==> config.mk <==
export PLATFORM = sky130hd
export DESIGN_NAME = span_interp_seq_flat
export DESIGN_NICKNAME = d
export VERILOG_FILES = /design/src/rtl/span_interp_seq_if.sv /design/src/rtl/span_interp_seq.sv /design/src/flat_wrapper.sv
export SDC_FILE = /design/constraint.sdc
export NUM_CORES = 1
export LEC_CHECK = 0
export BUFFER_PORTS_ARGS = -buffer_cell sky130_fd_sc_hd__buf_2
export CORE_ASPECT_RATIO = 0.8
export CORE_MARGIN = 2
export CORE_UTILIZATION = 45
export CTS_CLUSTER_DIAMETER = 60
export DETAILED_ROUTE_END_ITERATION = 7
export HOLD_SLACK_MARGIN = 0.15
export PLACE_DENSITY = 0.76
export REMOVE_ABC_BUFFERS = 1
export SYNTH_ARGS = -nofsm -noshare
export SYNTH_HDL_FRONTEND = slang
export SYNTH_SLANG_ARGS = --single-unit
==> constraint.sdc <==
create_clock -name clk -period 3.5 [get_ports clk]
set_input_delay 0.175 -clock clk [delete_from_list [all_inputs] [get_ports clk]]
set_output_delay 0.175 -clock clk [all_outputs]
set_load 0.05 [all_outputs]
==> src/rtl/span_interp_seq_if.sv <==
// Span sequencer bus: descriptor input stream, pixel output stream and busy.
//   span_*  : descriptor offered by the master, accepted by the sequencer
//   pix_*   : pixel stream produced by the sequencer, pix_ready from master
//   busy    : sequencer is emitting a span
// master = span producer / pixel consumer, slave = the sequencer itself.
interface span_interp_seq_if #(
  parameter int WIDTH = 32,
  parameter int GUARD = 8,
  parameter int LEN_W = 12
);
  logic                     span_valid;
  logic                     span_ready;
  logic [LEN_W-1:0]         span_x;
  logic [LEN_W-1:0]         span_len;
  logic [WIDTH-1:0]         span_init;
  logic [WIDTH+GUARD-1:0]   span_grad;
  logic                     pix_valid;
  logic                     pix_ready;
  logic [LEN_W-1:0]         pix_x;
  logic [WIDTH-1:0]         pix_val;
  logic                     pix_sat;
  logic                     pix_last;
  logic                     busy;

  modport master (
    output span_valid, span_x, span_len, span_init, span_grad, pix_ready,
    input  span_ready, pix_valid, pix_x, pix_val, pix_sat, pix_last, busy
  );

  modport slave (
    input  span_valid, span_x, span_len, span_init, span_grad, pix_ready,
    output span_ready, pix_valid, pix_x, pix_val, pix_sat, pix_last, busy
  );
endinterface

==> src/rtl/span_interp_seq.sv <==
// Span-level interpolation sequencer.
// Accepts one span descriptor (x, len, init, gradient) in IDLE, then steps a
// guard-bit accumulator once per accepted pixel, emitting rounded, saturated
// WIDTH-bit values with their x coordinate on a valid/ready stream.
// Ports:
//   clk  - clock
//   rst  - synchronous active-high reset
//   bus  - span_interp_seq_if.slave (descriptor in, pixel out, busy)
module span_interp_seq #(
  parameter int WIDTH = 32,
  parameter int FRAC  = 16,
  parameter int GUARD = 8,
  parameter int LEN_W = 12
) (
  input  logic              clk,
  input  logic              rst,
  span_interp_seq_if.slave  bus
);

  if (GUARD < 1 || FRAC >= WIDTH) begin : g_param_check
    $error("span_interp_seq: GUARD must be >= 1 and FRAC < WIDTH");
  end

  // Accumulator carries one headroom bit above the sign-extended init<<GUARD.
  localparam int ACC_W = WIDTH + GUARD + 1;

  localparam logic [ACC_W-1:0]        ACC_MAX = {1'b0, {(ACC_W-1){1'b1}}};
  localparam logic [ACC_W-1:0]        ACC_MIN = ~ACC_MAX;
  localparam logic [ACC_W-1:0]        HALF    = ACC_W'(1) << (GUARD - 1);
  localparam logic signed [ACC_W-1:0] VMAX    = $signed((ACC_W'(1) << (WIDTH - 1)) - ACC_W'(1));
  localparam logic signed [ACC_W-1:0] VMIN    = ~VMAX;

  typedef enum logic {IDLE, RUN} state_t;

  state_t                 state;
  logic [ACC_W-1:0]       acc;
  logic [WIDTH+GUARD-1:0] grad_r;
  logic [LEN_W-1:0]       x;
  logic [LEN_W-1:0]       rem;

  function automatic logic [ACC_W-1:0] sat_add(input logic [ACC_W-1:0] a,
                                               input logic [ACC_W-1:0] b);
    logic [ACC_W:0] s;
    s = {a[ACC_W-1], a} + {b[ACC_W-1], b};
    if (s[ACC_W] != s[ACC_W-1])
      return s[ACC_W] ? ACC_MIN : ACC_MAX;
    return s[ACC_W-1:0];
  endfunction

  // Output rounding: saturating add of one half LSB, arithmetic shift out the
  // guard bits, then clamp into the signed WIDTH-bit range.
  logic [ACC_W-1:0]        acc_h;
  logic signed [ACC_W-1:0] t;
  logic [WIDTH-1:0]        val_c;
  logic                    sat_c;

  always_comb begin
    acc_h = sat_add(acc, HALF);
    t     = $signed(acc_h) >>> GUARD;
    sat_c = 1'b0;
    val_c = t[WIDTH-1:0];
    if (t > VMAX) begin
      val_c = {1'b0, {(WIDTH-1){1'b1}}};
      sat_c = 1'b1;
    end else if (t < VMIN) begin
      val_c = {1'b1, {(WIDTH-1){1'b0}}};
      sat_c = 1'b1;
    end
  end

  always_ff @(posedge clk) begin
    if (rst) begin
      state  <= IDLE;
      acc    <= '0;
      grad_r <= '0;
      x      <= '0;
      rem    <= '0;
    end else begin
      case (state)
        IDLE: begin
          // Zero-length descriptors are consumed without leaving IDLE.
          if (bus.span_valid && bus.span_len != '0) begin
            acc    <= {bus.span_init[WIDTH-1], bus.span_init, {GUARD{1'b0}}};
            grad_r <= bus.span_grad;
            x      <= bus.span_x;
            rem    <= bus.span_len;
            state  <= RUN;
          end
        end
        RUN: begin
          if (bus.pix_ready) begin
            if (rem == LEN_W'(1)) begin
              state <= IDLE;
            end else begin
              acc <= sat_add(acc, {grad_r[WIDTH+GUARD-1], grad_r});
              x   <= x + LEN_W'(1);
              rem <= rem - LEN_W'(1);
            end
          end
        end
        default: state <= IDLE;
      endcase
    end
  end

  // All outputs derive from registered state only; pixel fields read zero in IDLE.
  logic run;
  assign run            = (state == RUN);
  assign bus.span_ready = ~run;
  assign bus.busy       = run;
  assign bus.pix_valid  = run;
  assign bus.pix_x      = run ? x : '0;
  assign bus.pix_val    = run ? val_c : '0;
  assign bus.pix_sat    = run & sat_c;
  assign bus.pix_last   = run & (rem == LEN_W'(1));

endmodule

==> src/flat_wrapper.sv <==
// flat-port wrapper written by rule: the top's interface ports become plain ports
module span_interp_seq_flat 
#(
  parameter int WIDTH = 32,
  parameter int FRAC  = 16,
  parameter int GUARD = 8,
  parameter int LEN_W = 12
)
  (clk, rst, bus_span_valid, bus_span_x, bus_span_len, bus_span_init, bus_span_grad, bus_pix_ready, bus_span_ready, bus_pix_valid, bus_pix_x, bus_pix_val, bus_pix_sat, bus_pix_last, bus_busy);
  span_interp_seq_if #(.WIDTH(WIDTH), .GUARD(GUARD), .LEN_W(LEN_W)) bus_i ();
  input  logic clk;
  input  logic rst;
  input wire logic [$bits(bus_i.span_valid)-1:0] bus_span_valid;
  input wire logic [$bits(bus_i.span_x)-1:0] bus_span_x;
  input wire logic [$bits(bus_i.span_len)-1:0] bus_span_len;
  input wire logic [$bits(bus_i.span_init)-1:0] bus_span_init;
  input wire logic [$bits(bus_i.span_grad)-1:0] bus_span_grad;
  input wire logic [$bits(bus_i.pix_ready)-1:0] bus_pix_ready;
  output wire logic [$bits(bus_i.span_ready)-1:0] bus_span_ready;
  output wire logic [$bits(bus_i.pix_valid)-1:0] bus_pix_valid;
  output wire logic [$bits(bus_i.pix_x)-1:0] bus_pix_x;
  output wire logic [$bits(bus_i.pix_val)-1:0] bus_pix_val;
  output wire logic [$bits(bus_i.pix_sat)-1:0] bus_pix_sat;
  output wire logic [$bits(bus_i.pix_last)-1:0] bus_pix_last;
  output wire logic [$bits(bus_i.busy)-1:0] bus_busy;
  assign bus_i.span_valid = bus_span_valid;
  assign bus_i.span_x = bus_span_x;
  assign bus_i.span_len = bus_span_len;
  assign bus_i.span_init = bus_span_init;
  assign bus_i.span_grad = bus_span_grad;
  assign bus_i.pix_ready = bus_pix_ready;
  assign bus_span_ready = bus_i.span_ready;
  assign bus_pix_valid = bus_i.pix_valid;
  assign bus_pix_x = bus_i.pix_x;
  assign bus_pix_val = bus_i.pix_val;
  assign bus_pix_sat = bus_i.pix_sat;
  assign bus_pix_last = bus_i.pix_last;
  assign bus_busy = bus_i.busy;
  span_interp_seq #(.WIDTH(WIDTH), .FRAC(FRAC), .GUARD(GUARD), .LEN_W(LEN_W)) u_core (.clk(clk), .rst(rst), .bus(bus_i));
endmodule
==> out/metrics.cfg <==
[outcome]
status = finished with violations
violations = negative setup slack

[min_path]
worstHoldStart = bus_span_x[5]
holdPathEnd = u_core.x[5]
whs_path_depth = 5
hp-class = input port to flip-flop

[logic_synthesis]
synth_ff_type = dfxtp_1
synth_top_family_by_area = compound AO/OA/AOI/OAI gates
synth_warnings = 0
yosysSeqAreaShare_pct = 25.7
synth_edf_count = 0
synth-simple-area-share_pct = 25.3
synth_compound_area_share_pct = 30.3
synthArstFlopShare_pct = 0
synthesis.instances = 1145
netlist_area_um2 = 8250
synth-adder-area-share_pct = 7.61
synth.mux.area_fraction_pct = 0.243
synth_xor_area_share_pct = 6.47
syn_area_per_cell_um2 = 7.21
synth-seq-cells = 106
synth_cell_types = 71

[setup_path]
max_stage_delay_ps = 400
timing.rr.end = u_core.acc[13]
critical_path_arrival_ps = 3420
start_kind = flip-flop
critPathSlowestCell = dfxtp_2
crit_family = simple AND/OR/NAND/NOR gates
startpoint = u_core.acc[12]
critPathKind = flip-flop to output pin
crit_fanout = 6
path_buf_inv = 3
reg2reg_depth = 12
path_cells = nand4_1 > nor3_2 > buf_4 > and2_4 > nand3_4 > xnor2_4 > ha_4 > xnor2_2 > nand2_1 > a211o_1 > o21ai_2 > buf_6 > o21a_1 > buf_6
regToRegSetupSlack_ps = 90
crit_path_end_kind = output pin
crit_required_ps = 3320
cpMostUsedCell = buf_6
rr_startpoint = u_core.acc[25]

[timing]
max_clock_freq_ghz = 0.279
fin_ws_ps = -90.2
hold_viol = 0
timing.hold.ws_ps = 160
min_period_over_period_pct = 103
finalSetupViolations = 30
fin_skew_ps = 12.5
fin_crit_ps = 3590
drv_slew = 0
rsz0062_at_grt = yes
worstMarginPinSlew_ps = 810
relSlewSlack_pct = 46.0

[floorplanning]
die_h_um = 125
die-area_um2 = 19400
core_um2 = 18100
initial_utilization_pct = 45.7
ioPinCount = 149
num_rows = 44
die_w_um = 155

[place]
routabilityCongestion = 0.963
numPortBuffers = 148
dp_hpwl_mm = 19.9

[route]
routed_wl_mm = 28.7
drc = 0
wl_per_cell_um = 18.0
drt_iter0_drc = 935
vias = 9386
drtPass1Iterations = 6
viasPerCell = 5.90
drtAntennaViolNets = 0

[global_route]
grt_overflow = 0
antenna_found_initial = 1
grt_max_degree = 79
grt_usage_pct = 28.1
grt_pass1_vias = 8653
grt_pass1_wl_mm = 44.0

[power]
leakage_uw = 0.00466
p_per_area_nw_per_um2 = 390
finalPower_uw = 4240
ir_drop_v = 0.000228

[cells_and_area]
fillCellCount = 1584
multi_input_area_um2 = 6070
antenna_cells = 0
drive_gt1_share_pct = 23.5
final-seq-area_um2 = 2140
fin_nets = 1503
syn_to_final_growth_pct = 31.5

[clock_tree]
ctsLongestPathBuffers = 2
htreeDepth = 3
path_clk_slew_ps = 80
cts_root_buf = clkbuf_16
clkLatencyLatePin_ps = 380
cts_buffers = 9
cts_tree = done
cts_sinks = 106

[run]
maxCapViolCount = 0

[repair_timing]
action,4_1_cts,5_1_grt
pin swaps,10,13
buffers inserted,5,4
cloned,1,1
setup endpoints to repair,35,64
resized for setup,68,78
endpoints found under the hold margin,58,0
hold buffers,58,0
[area by class of cell]
cell class / count / area share, %
multi-input cells: 957 / 55.9
clock inverters: 7 / 0.645
clock buffers: 9 / 2.07
inverters: 14 / 0.484
repair buffers: 267 / 18.5
flip-flops and latches: 106 / 19.7
well taps: 230 / 2.65
[per-stage QoR]
stage	TNS, ps	worst slack, ps	cell area [um^2]	utilization, %	std cells
floorplan	-262140	-3300	7950	-	1077
global placement	0	0.594	9380	51.9	1505
detailed placement	-23.6	-12.1	9380	51.9	1505
CTS	0	1.17	10500	58.1	1585
global route	-5280	-209	10900	60.1	1590
finish	-1380	-90.2	10900	60.1	1590
[cells in the final DEF, fill, tap and decap left out, drive strengths merged, types with 5 or more instances in the layout]
cell type,instances
ha,47
clkbuf,9
dlygate4sd3,58
and3,24
o31ai,5
nand3,45
xnor2,37
nor2,89
xor2,24
a22oi,8
o21bai,10
o211ai,9
nand2,199
nor2b,8
nand4,7
a21o,18
a221oi,14
inv,17
and2,18
nand2b,6
buf,209
dfxtp,106
a31oi,5
o21a,23
a21oi,145
nor4,6
o22ai,5
nor3,21
or3,13
o21ai,107
a211oi,18
[power breakdown]
group          internal [uW]  switching [uW]
combinational            668            1110
sequential              1310             112
clock                    502             538
total                   2480            1760
[routing by layer]
layer	vias up	track usage, %	wire length (um)
li1	4518	-	-
met1	4335	39.5	12900
met2	459	42.8	12500
met3	72	5.86	2550
met4	2	9.23	782
met5	-	0	13
[kinds of logic after synthesis]
kind of cell,after synthesis
fa+ha+maj,50
simple gates,456
flops,106
buf+inv,82
mux,2
compound gates,388
xor+xnor,61
[state kept, by name, summed over array words and instances, names as in the netlist]
signal,count
u_core.acc,41
u_core.grad_r,40
u_core.rem,12
u_core.x,12
u_core.bus.busy,1
[worst min-delay path: stages]
cell and delay, ps:
buf_2 80, a21oi_1 50, nor2_1 80, a21oi_1 40, nor2_1 70
[Yosys cell counts, types with 18 or more instances]
master / instances / area (um^2)
a211oi_1: 18 / 135
and3_1: 24 / 150
xnor2_1: 37 / 324
ha_1: 47 / 588
nand3_1: 45 / 225
o21ai_0: 92 / 460
dfxtp_1: 106 / 2120
nand2_1: 199 / 747
o21a_1: 23 / 173
a21oi_1: 131 / 656
nor3_1: 21 / 105
nor2_1: 88 / 330
clkbuf_1: 54 / 203
xor2_1: 24 / 210
[how the worst max path moves through the flow]
stage / cells after the start / to / slack, ps
6_report: 14 / bus_pix_val[22] / -90
5_1_grt: 14 / bus_pix_val[22] / -210
4_1_cts: 14 / bus_pix_val[6] / 1
3_5_place_dp: 13 / bus_pix_val[6] / -10
3_3_place_gp: 12 / u_core.acc[11] / 0.6
2_1_floorplan: 6 / u_core.acc[22] / -3300
Power figures use the tool's default switching activity.
